## src/rtl/cga_char_pixel_gen.sv

```systemverilog
`default_nettype none
// ============================================================================
// Module   : cga_char_pixel_gen
// Purpose  : CGA character/graphics pixel generator sitting behind a
//            6845-style CRTC. On every character clock it latches the CRTC
//            address/row/enable/cursor and fetches two VRAM bytes. In text
//            mode it also fetches one font row. It then serialises 8 IRGB
//            pixels, MSB first, for the palette/scaler stage. Attribute
//            blink, cursor blink and the border colour are applied here.
// Ports    : CLOCK/RESET       system clock, synchronous active-high reset
//            CLKEN/PIXEL_CE    character enable / pixel enable (8 per char)
//            MA,RA,DE,CURSOR   CRTC outputs, latched on CLKEN
//            VSYNC             frame pulse driving the blink counter
//            gfx_mode,blink_en,border_color,pal_sel,pal_int  mode controls
//            vram_addr/rd/ack/din  VRAM read handshake (rd held until ack)
//            font_addr/font_din    character ROM (1-cycle read latency)
//            pixel             4-bit IRGB pixel index
//            underrun          sticky: a fetch was still in flight at CLKEN
// Revision : 1.0  initial release
// ============================================================================
module cga_char_pixel_gen #(
  parameter int FONT_ROWS  = 8,
  parameter int BLINK_BITS = 5
) (
  input  logic        CLOCK,
  input  logic        RESET,
  input  logic        CLKEN,
  input  logic        PIXEL_CE,
  input  logic [13:0] MA,
  input  logic [4:0]  RA,
  input  logic        DE,
  input  logic        CURSOR,
  input  logic        VSYNC,
  input  logic        gfx_mode,
  input  logic        blink_en,
  input  logic [3:0]  border_color,
  input  logic        pal_sel,
  input  logic        pal_int,
  output logic [13:0] vram_addr,
  output logic        vram_rd,
  input  logic        vram_ack,
  input  logic [7:0]  vram_din,
  output logic [10:0] font_addr,
  input  logic [7:0]  font_din,
  output logic [3:0]  pixel,
  output logic        underrun
);

  localparam int c_ROW_BITS = $clog2(FONT_ROWS);

  typedef enum logic [2:0] {
    IDLE   = 3'd0,
    FETCH0 = 3'd1,
    FETCH1 = 3'd2,
    FONT   = 3'd3,
    FWAIT  = 3'd4,
    READY  = 3'd5
  } state_t;

  state_t                r_state;
  logic [12:0]           r_ma;
  logic [2:0]            r_ra;
  logic                  r_de;
  logic                  r_cur;
  logic                  r_gfx;
  logic [7:0]            r_byte0;
  logic [7:0]            r_byte1;
  logic [7:0]            r_glyph;
  logic [10:0]           r_font_addr;
  logic                  r_underrun;
  logic [31:0]           r_shift;
  logic [3:0]            r_cnt;
  logic [3:0]            r_pixel;
  logic                  r_vs_d;
  logic [BLINK_BITS-1:0] r_blink;

  logic [13:0]           w_base;
  logic                  w_fetching;
  logic                  w_cur_phase;
  logic                  w_attr_phase;
  logic [3:0]            w_fg;
  logic [3:0]            w_bg;
  logic [3:0]            w_pix;
  logic [1:0]            w_idx;
  logic [15:0]           w_gsh;
  logic [7:0]            w_tsh;
  logic [31:0]           w_load;
  logic                  w_unused;

  // CRTC bits that have no meaning for a 16 KB CGA frame buffer.
  assign w_unused = ^{MA[13], RA[4:3]};

  // Graphics mode interleaves even/odd scan lines in two 8 KB banks.
  assign w_base = r_gfx ? {r_ra[0], r_ma[11:0], 1'b0} : {r_ma[12:0], 1'b0};

  assign w_fetching = (r_state == FETCH0) || (r_state == FETCH1);
  // Gating with RESET drops the request in the reset cycle itself, so the
  // memory never sees a request that would be ignored.
  assign vram_rd    = w_fetching && !RESET;
  assign vram_addr  = (r_state == FETCH1) ? (w_base + 14'd1) : w_base;
  assign font_addr  = r_font_addr;
  assign pixel      = r_pixel;
  assign underrun   = r_underrun;

  assign w_cur_phase  = r_blink[BLINK_BITS-2];
  assign w_attr_phase = r_blink[BLINK_BITS-1];

  // Fetch sequencer; CLKEN restarts it from any state.
  always_ff @(posedge CLOCK) begin
    if (RESET) begin
      r_state     <= IDLE;
      r_ma        <= '0;
      r_ra        <= '0;
      r_de        <= 1'b0;
      r_cur       <= 1'b0;
      r_gfx       <= 1'b0;
      r_byte0     <= '0;
      r_byte1     <= '0;
      r_glyph     <= '0;
      r_font_addr <= '0;
      r_underrun  <= 1'b0;
      r_vs_d      <= 1'b0;
      r_blink     <= '0;
    end else begin
      r_vs_d <= VSYNC;
      if (VSYNC && !r_vs_d) begin
        r_blink <= r_blink + 1'b1;
      end

      if (CLKEN) begin
        r_ma    <= MA[12:0];
        r_ra    <= RA[2:0];
        r_de    <= DE;
        r_cur   <= CURSOR;
        r_gfx   <= gfx_mode;
        r_state <= FETCH0;
        // IDLE is excluded: nothing was being fetched after reset.
        if (r_state != IDLE && r_state != READY) begin
          r_underrun <= 1'b1;
        end
      end else begin
        case (r_state)
          FETCH0: begin
            if (vram_ack) begin
              r_byte0 <= vram_din;
              r_state <= FETCH1;
            end
          end
          FETCH1: begin
            if (vram_ack) begin
              r_byte1 <= vram_din;
              if (r_gfx) begin
                r_state <= READY;
              end else begin
                // Presented during FONT; ROM data is valid in FWAIT.
                r_font_addr <= {r_byte0, r_ra[c_ROW_BITS-1:0]};
                r_state     <= FONT;
              end
            end
          end
          FONT: begin
            r_state <= FWAIT;
          end
          FWAIT: begin
            r_glyph <= font_din;
            r_state <= READY;
          end
          default: begin
          end
        endcase
      end
    end
  end

  // Colour for the 8 pixels of the character fetched in the previous
  // character period, packed MSB-first (pixel 0 in bits 31:28).
  always_comb begin
    w_bg = blink_en ? {1'b0, r_byte1[6:4]} : r_byte1[7:4];
    w_fg = r_byte1[3:0];
    if (blink_en && r_byte1[7] && !w_attr_phase) begin
      w_fg = w_bg;
    end
    w_gsh  = {r_byte0, r_byte1};
    w_tsh  = r_glyph;
    w_load = '0;
    w_idx  = '0;
    w_pix  = '0;
    for (int i = 0; i < 8; i++) begin
      w_idx = w_gsh[15:14];
      if (r_state != READY || !r_de) begin
        w_pix = border_color;
      end else if (r_gfx) begin
        w_pix = (w_idx == 2'd0) ? border_color : {pal_int, w_idx, pal_sel};
      end else if (r_cur && w_cur_phase) begin
        w_pix = w_fg;
      end else begin
        w_pix = w_tsh[7] ? w_fg : w_bg;
      end
      w_load = {w_load[27:0], w_pix};
      w_gsh  = {w_gsh[13:0], 2'b00};
      w_tsh  = {w_tsh[6:0], 1'b0};
    end
  end

  // Output shifter: loads on CLKEN, emits one pixel per PIXEL_CE and holds
  // the eighth pixel until the next load.
  always_ff @(posedge CLOCK) begin
    if (RESET) begin
      r_shift <= '0;
      r_cnt   <= '0;
      r_pixel <= '0;
    end else if (CLKEN) begin
      if (PIXEL_CE) begin
        r_pixel <= w_load[31:28];
        r_shift <= {w_load[27:0], 4'h0};
        r_cnt   <= 4'd1;
      end else begin
        r_shift <= w_load;
        r_cnt   <= 4'd0;
      end
    end else if (PIXEL_CE && r_cnt != 4'd8) begin
      r_pixel <= r_shift[31:28];
      r_shift <= {r_shift[27:0], 4'h0};
      r_cnt   <= r_cnt + 4'd1;
    end
  end

endmodule
`default_nettype wire
```

## config.mk

```make
export PLATFORM = sky130hd
export DESIGN_NAME = cga_char_pixel_gen
export DESIGN_NICKNAME = d
export VERILOG_FILES = /design/src/rtl/cga_char_pixel_gen.sv
export SDC_FILE = /design/constraint.sdc
export NUM_CORES = 1
export LEC_CHECK = 0
export BUFFER_PORTS_ARGS = -buffer_cell sky130_fd_sc_hd__buf_4
export CORE_MARGIN = 2
export CORE_UTILIZATION = 58
export CTS_CLUSTER_SIZE = 12
export DETAILED_ROUTE_END_ITERATION = 12
export PLACE_DENSITY_LB_ADDON = 0.12
export SYNTH_ARGS = -nofsm -noshare
export SYNTH_HDL_FRONTEND = slang
export SYNTH_SLANG_ARGS = --single-unit
```

## constraint.sdc

```tcl
create_clock -name CLOCK -period 1.95 [get_ports CLOCK]
set_input_delay 0.39 -clock CLOCK [delete_from_list [all_inputs] [get_ports CLOCK]]
set_output_delay 0.39 -clock CLOCK [all_outputs]
set_load 0.005 [all_outputs]
```

==> results of run 1 <==
==> worst paths after layout <==
check | start | endpoint | depth (start not counted)
max reg2reg | r_state[1] | r_shift[19] | 6
min reg2reg | underrun | underrun | 2
min | CURSOR | r_cur | 3
max | r_state[1] | r_shift[19] | 6
==> power by group <==
group          total, mW  switching [mW]  internal (mW)
Combinational      0.723           0.390          0.332
Clock               1.53           0.765          0.763
Sequential          2.29          0.0705           2.22
Total               4.54            1.23           3.31
==> area by class of cell <==
cell class | count | area, um^2 | area share, %
sequential | 104 | 2090 | 28.8
clock inverter | 5 | 86.3 | 1.19
inverter | 8 | 30.0 | 0.413
tap | 136 | 170 | 2.34
clock buffer | 10 | 138 | 1.89
timing repair buffer | 154 | 1210 | 16.6
multi-input combinational | 562 | 3550 | 48.8
==> stage by stage <==
| stage | std cells | hold slack [ns] | setup slack (ns) | instance area, um^2 |
|---|---|---|---|---|
| finish | 979 | 0.232 | 0.0443 | 7270 |
| global route | 979 | 0.230 | 0.00442 | 7270 |
| CTS | 979 | 0.220 | 0.0204 | 7240 |
| detailed placement | 964 | 0.442 | -0.000442 | 7010 |
| global placement | 964 | 0.436 | 0.0725 | 7010 |
| floorplan | 750 | 0.428 | 0.248 | 6020 |
==> cells by family after synthesis <==
logic type	share of synthesized area, %
simple gates	20.3
compound gates	25.8
flops	34.6
buf+inv	6.90
mux	10.6
xor+xnor	1.16
fa+ha+maj	0.624
==> sequential cells by signal, indices dropped and copies added (netlist names) <==
name	cells
r_cur	1
r_blink	5
r_cnt	4
r_state	3
r_gfx	1
r_glyph	8
pixel	4
r_byte0	8
r_shift	32
r_vs_d	1
font_addr	11
r_ma	13
r_ra	3
r_de	1
r_byte1	8
underrun	1
==> repair_timing <==
item,in CTS,in global routing
setup endpoints to repair,3,24
gates cloned,0,0
gates resized for setup,2,11
pin swaps,0,0
==> metal layers <==
metal  vias to the layer above  wire (um)  part of all wire (%)
met3                        54       1350                   7.0
li1                       2917          -                     -
met2                       296       9440                    49
met5                         -          0                     0
met4                         0        708                   3.7
met1                      2928       7850                    41
==> critical path, cell delays in order (launching register included) <==
cell      delay, ns
dfxtp_2        0.38
and4b_1        0.30
buf_12         0.19
nor2_2         0.12
a311oi_2       0.40
a21oi_1        0.13
a221oi_1       0.27
==> cell usage after synthesis (all sizes together), types with 20 or more instances <==
library cell / n
dfxtp: 104
mux2i: 59
a21oi: 59
nand3: 20
clkbuf: 32
nand2: 81
o21ai: 34
buf: 44
nor2: 96
==> results.tsv, run 1 <==
metric	value	unit
num ports	82	
Final ANT Viol Nets	0	
Mapped Area	0.00602	mm^2
port bufs	78	
grt ovf	0	
CP Capture Type	register	
setup tns final	0	ns
Rows	37	
Clock Path Buffers	2	
status	finished, final reports clean	
power per cell area	625	mW/mm^2
# Post-CTS Setup Buffers	0	
Syn Nets	804	
total power draw	4.54	mW
max_cap viols	0	
type of the worst min-delay path	input port to register	
worst skew pair latency	0.39	ns
Wirelength per Cell	19.8	um
FMAX	0.525	GHz
CP Max Fanout	30	
commonest non-fill, non-tap cell in the layout	buf_4	
fin. max-slew vios	0	
top_reg_cell synth	dfxtp_1	
TritonRoute pass-1 iters	5	
filler instances	828	
RSZ-0062 raised after global routing	no	
clk sinks	104	
busiest grt layer	met2	
vias per cell	6.33	
CTS Buf Count	9	
worst path arrival time	2.20	ns
area fraction of the dominant cell type after synthesis	34.6	%
met3 Use GR	6.99	%
initial antenna violation count	0	
Nets	893	
final hold vios	0	
CTS tree	yes	
first-pass GRT wire length	30.4	mm
core area	0.0102	mm^2
via count	6195	
most frequent cells in the layout	buf_4, dfxtp_1, nor2_1	
fin crit share	97.7	%
Root Buffer	clkbuf_8	
DIE HEIGHT	106	um
leading area contributor after synthesis	dfxtp_1	
asr flop ratio synth	0	%
Syn Inst Count	750	
met2 usage	58.8	%
drt initial violations	476	
H-Tree Depth	3	
crit start category	register	
worst slew pin tran	0.631	ns
Core Util, Final	71.4	%
Avg Cell Area, Syn	8.02	um^2
Ys Warns	0	
CTS clk-pin slew, worst paths	0.10	ns
layout cells sized above 1	24.4	%
WP data required	2.25	ns
Post-synth EDFFs	0	
synth top area cells	dfxtp_1, mux2i_1, nor2_1	
gpl congestion	0.998	
# setup viols final	0	
max_slew headroom	57.8	%
Final HPWL DP	14.6	mm
DIE AREA	0.0112	mm^2
r2r setup slk	0.04	ns
CTS hold repair buffers	0	
Die W	106	um
number of global-route vias before repair	5935	
Cell variety after synth	71	
worst vdd ir	0.000635	V
antenna cells	0	
largest net degree at the start of global routing	49	
GR Util All Layers	34.7	%
Yosys reg bits	104	
wirelength, routed	19.3	mm
clk_skew	0.0123	ns
Worst Setup Path Type	register to register	
routing usage on met1	42.5	%
post-synthesis sequential area ratio	34.6	%
area added between synthesis and finish	20.8	%
DRC	0	
initial core utilization	59.1	%
Static Leakage	2.92	nW
Period minus WS final	1.91	ns
Note: power is estimated with default switching activity, not from simulation.
==> inputs of run 2 (changes only) <==
--- a/config.mk
+++ b/config.mk
@@ -11,6 +11,7 @@
 export CTS_CLUSTER_SIZE = 12
 export DETAILED_ROUTE_END_ITERATION = 12
 export PLACE_DENSITY_LB_ADDON = 0.12
+export REMOVE_ABC_BUFFERS = 1
 export SYNTH_ARGS = -nofsm -noshare
 export SYNTH_HDL_FRONTEND = slang
 export SYNTH_SLANG_ARGS = --single-unit
==> run 2 against run 1 <==
Clock skew down 0.0027 ns. Critical path type unchanged. Core utilization decreased by 0.15 points. Non-clock buffer count shrank 4. Wire length is 0.99% higher.
==> results.tsv, run 2 (synthesis results as in run 1) <==
metric	value	unit
status	finished, final reports clean	
WP data required	2.25	ns
worst slew pin tran	0.615	ns
crit start category	register	
clk sinks	104	
drt initial violations	605	
CTS hold repair buffers	0	
R2R Path Start	r_state[1]	
post-route insts no fill	975	
CTS Buf Count	9	
area occupied by multi-input gates	0.00356	mm^2
Wirelength per Cell	20.0	um
number of flip-flops in the largest register	32	
Final ANT Viol Nets	0	
hold path depth	2	
FMAX	0.541	GHz
CP Max Fanout	9	
worst vdd ir	0.000577	V
Place WS	0.0727	ns
worst path arrival time	2.15	ns
final hold vios	0	
# setup viols final	0	
Clock Path Buffers	2	
via count	6105	
commonest non-fill, non-tap cell in the layout	buf_4	
filler instances	820	
Rows	37	
DIE HEIGHT	106	um
grt ovf	0	
gpl congestion	0.979	
Final HPWL DP	14.8	mm
TritonRoute pass-1 iters	6	
H-Tree Depth	3	
antenna cells	0	
CTS clk-pin slew, worst paths	0.10	ns
Worst R2R Path Depth	7	
initial antenna violation count	0	
DRC	0	
dpl cells	960	
port bufs	78	
worst skew pair latency	0.38	ns
r2r setup slk	0.10	ns
max_cap viols	0	
max_slew headroom	58.9	%
first-pass GRT wire length	31.1	mm
RSZ-0062 raised after global routing	no	
layout cells sized above 1	24.3	%
GR Util All Layers	35.3	%
CP Capture Type	register	
number of global-route vias before repair	5982	
Period minus WS final	1.85	ns
Hold Startpoint	VSYNC	
Core Util, Final	71.2	%
type of the worst min-delay path	input port to register	
Worst Setup SP	r_state[1]	
num ports	82	
wirelength, routed	19.5	mm
DIE AREA	0.0112	mm^2
Nets	889	
Hold WS	0.225	ns
Die W	106	um
Root Buffer	clkbuf_8	
core area	0.0102	mm^2
vias per cell	6.26	
most frequent cells in the layout	buf_4, dfxtp_1, nor2_1	
largest net degree at the start of global routing	52	
CTS tree	yes	
initial core utilization	59.1	%
Worst Setup Path Type	register to register	
post-route setup slack	0.100	ns
fin. max-slew vios	0	
clk_skew	0.00957	ns
fin crit share	94.9	%
area added between synthesis and finish	20.5	%
register area	0.00209	mm^2
power per cell area	623	mW/mm^2
Reg with most FFs	r_shift	
Static Leakage	2.90	nW
[run 2: worst max-delay path, stage by stage, from the launching register on]
cell and delay [ns]:
dfxtp_1 0.40, nand4b_4 0.20, buf_4 0.18, nor2_1 0.07
buf_4 0.17, a311oi_1 0.38, o22ai_1 0.16, a311oi_1 0.20
[run 2: layout make-up]
type | instances | share of cell area [%]
well taps | 136 | 2.35
inverters | 8 | 0.414
multi-input cells | 562 | 49.0
flip-flops and latches | 104 | 28.8
clock inverters | 6 | 1.29
clock buffers | 9 | 1.71
repair buffers | 150 | 16.4
[run 2: layer usage]
layer	vias to the layer above	routed length [um]	GRT usage, %
li1	2904	-	-
met4	0	476	13.4
met5	-	0	0
met2	256	9440	58.7
met3	37	1350	4.89
met1	2908	8270	46.6
[run 2: per-stage QoR]
step | TNS [ns] | power [mW] | cell area, um^2
global placement | 0 | 3.01 | 7000
floorplan | -7.61 | 2.66 | 5630
detailed placement | 0 | 3.04 | 7000
CTS | 0 | 4.52 | 7210
finish | 0 | 4.52 | 7250
global route | 0 | 4.67 | 7250
[run 2: final timing paths]
kind,endpoint
max reg2reg,r_shift[7]
min reg2reg,r_shift[0]
min,r_vs_d
max,r_shift[7]
[run 2: timing repair]
item	CTS	global route
gates resized for setup	0	15
endpoints found under the setup margin	0	17
endpoints found under the hold margin	0	0
setup buffers	0	0
[run 2: where the power goes]
part	internal, mW	leakage [nW]	switching [mW]
sequential	2.22	0.854	0.0633
clock	0.725	0.106	0.776
combinational	0.339	1.95	0.396
